### src/rtl/lcu_top.sv
// lcu_top: dual 32-bit counter/threshold comparator block.
//
// The up pair (counter, threshold) and the down pair (counter_down,
// threshold_down) are registered. Every flag is decoded combinationally from
// those registers, so each flag is valid in the same cycle as the clock edge
// that updates the registers.
//
// Build option:
//   LCU_DOWN_PATH_EN  When defined, the down pair and the *_n flags are built.
//                     When undefined, the down pair is not built and every
//                     *_n flag is tied to 0. The ports are present either way.
//
// Ports:
//   count      in   clock; registers update on its rising edge
//   rst_n      in   asynchronous active-low reset; clears all registers
//   count_sw   in   1 = counter increments and counter_down decrements
//   thresh_sw  in   1 = reload the thresholds from the pre-edge counters
//                   0 = thresholds free-run
//   zero, max  out  counter == 0, counter == 0xFFFFFFFF
//   gtu..leu   out  unsigned compares of counter against threshold
//   gts..les   out  signed compares of counter against threshold
//   *_n        out  the same flags for counter_down against threshold_down
module lcu_top (
    input  logic count,
    input  logic rst_n,
    input  logic count_sw,
    input  logic thresh_sw,
    output logic zero,
    output logic max,
    output logic gtu,
    output logic ltu,
    output logic geu,
    output logic leu,
    output logic gts,
    output logic lts,
    output logic ges,
    output logic les,
    output logic zero_n,
    output logic max_n,
    output logic gtu_n,
    output logic ltu_n,
    output logic geu_n,
    output logic leu_n,
    output logic gts_n,
    output logic lts_n,
    output logic ges_n,
    output logic les_n
);

    logic [31:0] counter;
    logic [31:0] threshold;

    // Threshold reload uses the counter value from before this edge.
    always_ff @(posedge count or negedge rst_n) begin
        if (!rst_n) begin
            counter   <= '0;
            threshold <= '0;
        end else begin
            if (count_sw)
                counter <= counter + 32'd1;
            if (thresh_sw)
                threshold <= counter - 32'd31;
            else
                threshold <= threshold + 32'd1;
        end
    end

    // ge/le are the complements of lt/gt, so exactly one of gt, lt and
    // equal holds at all times.
    always_comb begin
        zero = (counter == 32'd0);
        max  = (counter == 32'hFFFF_FFFF);
        gtu  = (counter > threshold);
        ltu  = (counter < threshold);
        geu  = !ltu;
        leu  = !gtu;
        gts  = ($signed(counter) > $signed(threshold));
        lts  = ($signed(counter) < $signed(threshold));
        ges  = !lts;
        les  = !gts;
    end

`ifdef LCU_DOWN_PATH_EN
    logic [31:0] counter_down;
    logic [31:0] threshold_down;

    always_ff @(posedge count or negedge rst_n) begin
        if (!rst_n) begin
            counter_down   <= '0;
            threshold_down <= '0;
        end else begin
            if (count_sw)
                counter_down <= counter_down - 32'd1;
            if (thresh_sw)
                threshold_down <= counter_down + 32'd31;
            else
                threshold_down <= threshold_down - 32'd1;
        end
    end

    always_comb begin
        zero_n = (counter_down == 32'd0);
        max_n  = (counter_down == 32'hFFFF_FFFF);
        gtu_n  = (counter_down > threshold_down);
        ltu_n  = (counter_down < threshold_down);
        geu_n  = !ltu_n;
        leu_n  = !gtu_n;
        gts_n  = ($signed(counter_down) > $signed(threshold_down));
        lts_n  = ($signed(counter_down) < $signed(threshold_down));
        ges_n  = !lts_n;
        les_n  = !gts_n;
    end
`else
    assign zero_n = 1'b0;
    assign max_n  = 1'b0;
    assign gtu_n  = 1'b0;
    assign ltu_n  = 1'b0;
    assign geu_n  = 1'b0;
    assign leu_n  = 1'b0;
    assign gts_n  = 1'b0;
    assign lts_n  = 1'b0;
    assign ges_n  = 1'b0;
    assign les_n  = 1'b0;
`endif

endmodule

### config.mk
export PLATFORM = sky130hd
export DESIGN_NAME = lcu_top
export DESIGN_NICKNAME = d
export VERILOG_FILES = /design/src/rtl/lcu_top.sv
export SDC_FILE = /design/constraint.sdc
export NUM_CORES = 1
export LEC_CHECK = 0
export BUFFER_PORTS_ARGS = -buffer_cell sky130_fd_sc_hd__buf_2
export CAP_MARGIN = 20
export CORE_MARGIN = 2
export CORE_UTILIZATION = 35
export CTS_BUF_LIST = sky130_fd_sc_hd__clkbuf_4
export DETAILED_ROUTE_END_ITERATION = 8
export PLACE_DENSITY = 0.6
export RECOVER_POWER = 100
export SYNTH_ARGS = -nofsm -noshare
export SYNTH_HDL_FRONTEND = slang
export SYNTH_SLANG_ARGS = --single-unit
export TNS_END_PERCENT = 20
### constraint.sdc
create_clock -name count -period 5.46 [get_ports count]
set_clock_uncertainty 0.15 [all_clocks]
set_input_delay 0.819 -clock count [delete_from_list [all_inputs] [get_ports count]]
set_output_delay 0.819 -clock count [all_outputs]
set_load 0.005 [all_outputs]
# After elaboration in Yosys (flattened, before gate mapping)
# Cells that the tools add are included.
dict set report classes {
  addsub 3
  n_mul 0
  div_mod_pow 0
  magnitude_cmp 4
  n_eq_ne 1
  shift 0
  mux 1
  n_bitwise 0
  n_reduce_logical 5
}
# op count
set op_table {}
lappend op_table {{$add A32 B1 Y32 const B} 2}
lappend op_table {{$gt A32 B32 Y1} 2}
lappend op_table {{$lt A32 B32 Y1} 2}
lappend op_table {{$eq A32 B32 Y1 const B} 1}
lappend op_table {{$logic_not A32 Y1} 1}
lappend op_table {{$mux W32} 1}
lappend op_table {{$sub A32 B5 Y32 const B} 1}
lappend op_table {{$logic_not A1 Y1} 4}
dict set report word_totals {
  regBits 64
  latchBits 0
  ramBits 0
  romBits 0
  out_inout_bits 20
  mem_count 0
}

# Longest topological paths before layout
dict set report depth {
  word_depth 2
  ltp_mapped 9
  depth_no_buf 8
}

# Least setup slack after synthesis
# Ideal clock, no wire load.
dict set report synth_path {
  path_kind {reg2out}
  start {reg counter[31]}
  end {out les}
  t_arrival_ns 2.364
  required_ns 4.491
  setup_slack_ns 2.127
  stages_incl_launch_ff 9
  n_path_buf 1
  cell_sequence {dfrtp_1 > ha_1 > clkbuf_1 > nand4_1 > or3_1 > nor4_1 > o31a_1 > nor2_1 > mux2_2}
}
dict set report synth_between {
  elab_chain_len 2
}
# element line_no
set synth_lines {}
lappend synth_lines {{start, declared} 50} ;# logic [31:0] counter;
lappend synth_lines {{start signal, assigned} 60} ;# counter <= counter + 32'd1;
lappend synth_lines {{$gt A32 B32 Y1} 77} ;# gts = ($signed(counter) > $signed(threshold));
lappend synth_lines {{$logic_not A1 Y1} 80} ;# les = !gts;
lappend synth_lines {{end, declared} 37} ;# output logic les,
# No other way between the ends.

# Worst setup path in the final report
# Same ends and word-level chain as after synthesis.

==> impl_results.md <==
* Routed Antenna Nets at 0
* Setup CP Type: flop to primary output
* Required @ worst endpoint at 4490 ps
* CP Capture Type: primary output
* Routed vias/inst at 5.113
* #FFs+latches synth at 64
* Final Cell Area at 4891 um2
* Post-CTS Hold Fix Bufs at 0
* Startpoint types: flop
* GRT Util Overall at 0.1578
* Crit path DAT at 3540 ps
* Yosys cell types at 44
* Worst r2r dst: threshold[20]
* Max clock buf depth at 2
* 1st-pass router iterations at 4
* FILL cells at 1,317
* Leakage at 2.397 nW
* Status: finished, violations left
* First-pass GRT wire length at 17,950 um
* Total of max-cap violations at 2
* Syn. warnings at 0
* Most frequent cells in the layout: 64 x dfrtp_1, 63 x xnor2_1, 45 x nand2_1
* DP Area at 4745 um2
* Slew Limit Headroom at -1.409
* Most common cell after layout, fill and taps aside: dfrtp_1
* Area of the multi-input gates at 2703 um2
* IO Count at 24
* Die area at 14,030 um2
* Post-DP HPWL at 7456 um
* Final setup viols at 0
* Post-cts repair resize count at 0
* DRT Wirelength at 10,330 um
* Count of buffers from port buffering at 13
* Clock Sinks at 64
* Fin util at 0.3844
* Worst slew pin tran at 3614 ps
* Failing checks: capacitance limit, slew limit
* Final Cycle Share at 0.8258
* Die height at 118.5 um
* Setup_tns at 0 ps
* Area growth syn-to-layout at 6.658%
* Worst vdd ir at 0.2394 mV
* DRC viols at 0
* R2r worst-path depth at 7
* Largest net degree at the start of global routing at 65
* Hold WC Path Type: flop to flop
* Final hold viol count at 0
* Min Tclk post-route at 4509 ps
* Cell row count at 41
* First DRT Iteration DRCs at 163
* CTS root buffer: clkbuf_4
* TritonCTS clock tree: done
* Mapped Area at 4586 um2
* WHS Endpoint: threshold[0]
* Number of global-route vias before repair at 3,591
* Setup Fix Bufs, Post-CTS at 0
* Worst hold stages at 1
* WL/cell at 14.79 um
* Syn avg cell area at 8.853 um2
* Hold Startpoint: threshold[0]
* Cts bufs inserted at 9
* Worst R2R Start: counter[0]
* Via Count at 3,569
* Final nets at 559
* Mapped Cells at 518
* Pins Over Slew Limit at 118
* Worst skew pair latency at 440 ps
* Crit-path max FO at 7
* Clock slew at reported path FFs at 120 ps
* Seq/Total Area, Yosys at 0.3492
* Final Wtd Congestion at 0.8455
* PD cells at 401.5 nW/um2
* Share of post-route cells with drive strength above 1 at 0.05333
* Core Area at 12,720 um2
* Reg2Reg Setup Slack at 2080 ps
* Chip width at 118.5 um
* Overflow after GRT at 0
* Initial antenna violation count at 1
* RSZ-0062 raised after global routing: no
* FF/Latch Area at 1602 um2
* Initial Util at 0.3604
* H-tree Lvls at 3
* Max frequency at 0.2218 GHz
layout make-up:
type | instances | share of cell area
multi-input combinational | 393 | 0.5526
sequential | 64 | 0.3275
tap | 172 | 0.04400
inverter | 37 | 0.02840
clock inverter | 7 | 0.01970
clock buffer | 9 | 0.01381
timing repair buffer | 15 | 0.01356
antenna | 1 | 0.0005116
through the flow:
stage | worst slack (ps) | hold WS (ps) | cells | total power (W)
after floorplan | 2127 | 348.2 | 527 | 0.001380
after global placement | 1539 | 371.7 | 681 | 0.001565
after detailed placement | 1489 | 384.8 | 681 | 0.001586
after CTS | 994.8 | 405.6 | 697 | 0.001976
after global routing | 778.3 | 434.6 | 698 | 0.002136
final | 951.3 | 407.3 | 698 | 0.001964
registers in the layout, summed over array words and instances (netlist names):
name / flops
counter: 32
threshold: 32
cell families (layout without fill, tap and decap cells):
group | count (synthesis) | count (layout) | synth area share
XOR/XNOR | 89 | 89 | 0.1700
multiplexers | 14 | 14 | 0.03111
AND/OR/NAND/NOR | 192 | 192 | 0.2142
flip-flops | 64 | 64 | 0.3493
adder cells (fa/ha/maj) | 35 | 35 | 0.09550
AO/OA/AOI/OAI | 53 | 53 | 0.07176
other | 1 | 11 | 0.0008178
buffers and inverters | 70 | 68 | 0.06739
worst max path at each step:
stage / to / slack [ps] / depth (start not counted) / startpoint
floorplan: les / 2130 / 8 / counter[31]
global placement: les / 1540 / 8 / counter[31]
detailed placement: les / 1490 / 8 / counter[31]
CTS: les / 990 / 8 / counter[31]
global route: threshold[28] / 780 / 2 / rst_n
finish: les / 950 / 8 / counter[31]
cells in the mapped netlist:
| library cell | n | area, um2 |
|---|---|---|
| nand4_1 | 20 | 125.1 |
| o211ai_1 | 2 | 15.01 |
| nor4b_1 | 1 | 8.760 |
| and3_4 | 1 | 11.26 |
| or3_1 | 3 | 18.77 |
| a21oi_1 | 21 | 105.1 |
| or4_4 | 1 | 11.26 |
| nor4_2 | 1 | 12.51 |
| nand2_1 | 45 | 168.9 |
| o21ai_0 | 16 | 80.08 |
| a221o_1 | 1 | 10.01 |
| nand2_2 | 1 | 6.260 |
| conb_1 | 1 | 3.750 |
| nand3b_1 | 1 | 7.510 |
| buf_4 | 10 | 75.07 |
| dfrtp_1 | 64 | 1602 |
| nand2b_1 | 2 | 12.51 |
| buf_6 | 1 | 11.26 |
| nor4_1 | 8 | 50.05 |
| xnor2_1 | 63 | 551.8 |
| ha_1 | 35 | 437.9 |
| inv_1 | 37 | 138.9 |
| clkbuf_1 | 20 | 75.07 |
| nor2b_1 | 3 | 18.77 |
| or4_1 | 4 | 30.03 |
| and2_0 | 1 | 6.260 |
| mux2_2 | 2 | 22.52 |
| o31a_1 | 2 | 17.52 |
| mux2i_1 | 12 | 120.1 |
| nand3_1 | 29 | 145.1 |
| a31oi_1 | 2 | 12.51 |
| nor3_1 | 14 | 70.07 |
| buf_2 | 1 | 5.000 |
| and2_1 | 1 | 6.260 |
| and3_1 | 7 | 43.79 |
| a21o_1 | 3 | 22.52 |
| a221oi_1 | 1 | 8.760 |
| a21boi_0 | 2 | 15.01 |
| and4_1 | 9 | 78.83 |
| xor2_1 | 26 | 227.7 |
| o31ai_1 | 2 | 15.01 |
| nor2_1 | 40 | 150.1 |
| a2111oi_4 | 1 | 27.53 |
| buf_1 | 1 | 3.750 |
critical path, cell delays in order (launching register included):
cell and delay [ps]:
dfrtp_1 470, ha_1 470, nand4_1 140, or3_1 440, nor4_1 750, o31a_1 280
nor2_1 130, mux2_2 300, buf_2 120
where the power goes:
part / switching, W / internal, W / total, W / leakage [nW]
sequential: 0.000170 / 0.000600 / 0.000770 / 0.771
clock: 0.000202 / 0.000185 / 0.000386 / 0.0781
combinational: 0.000443 / 0.000364 / 0.000807 / 1.55
total: 0.000814 / 0.00115 / 0.00196 / 2.40
layer usage:
| metal | vias up | track usage | wire (um) |
|---|---|---|---|
| met5 | - | 0 | 0 |
| met4 | 0 | 0.05506 | 217 |
| met3 | 15 | 0.03282 | 270 |
| met2 | 56 | 0.2540 | 4754 |
| met1 | 1729 | 0.2103 | 5084 |
| li1 | 1769 | - | - |
Power figures use the tool's default switching activity.
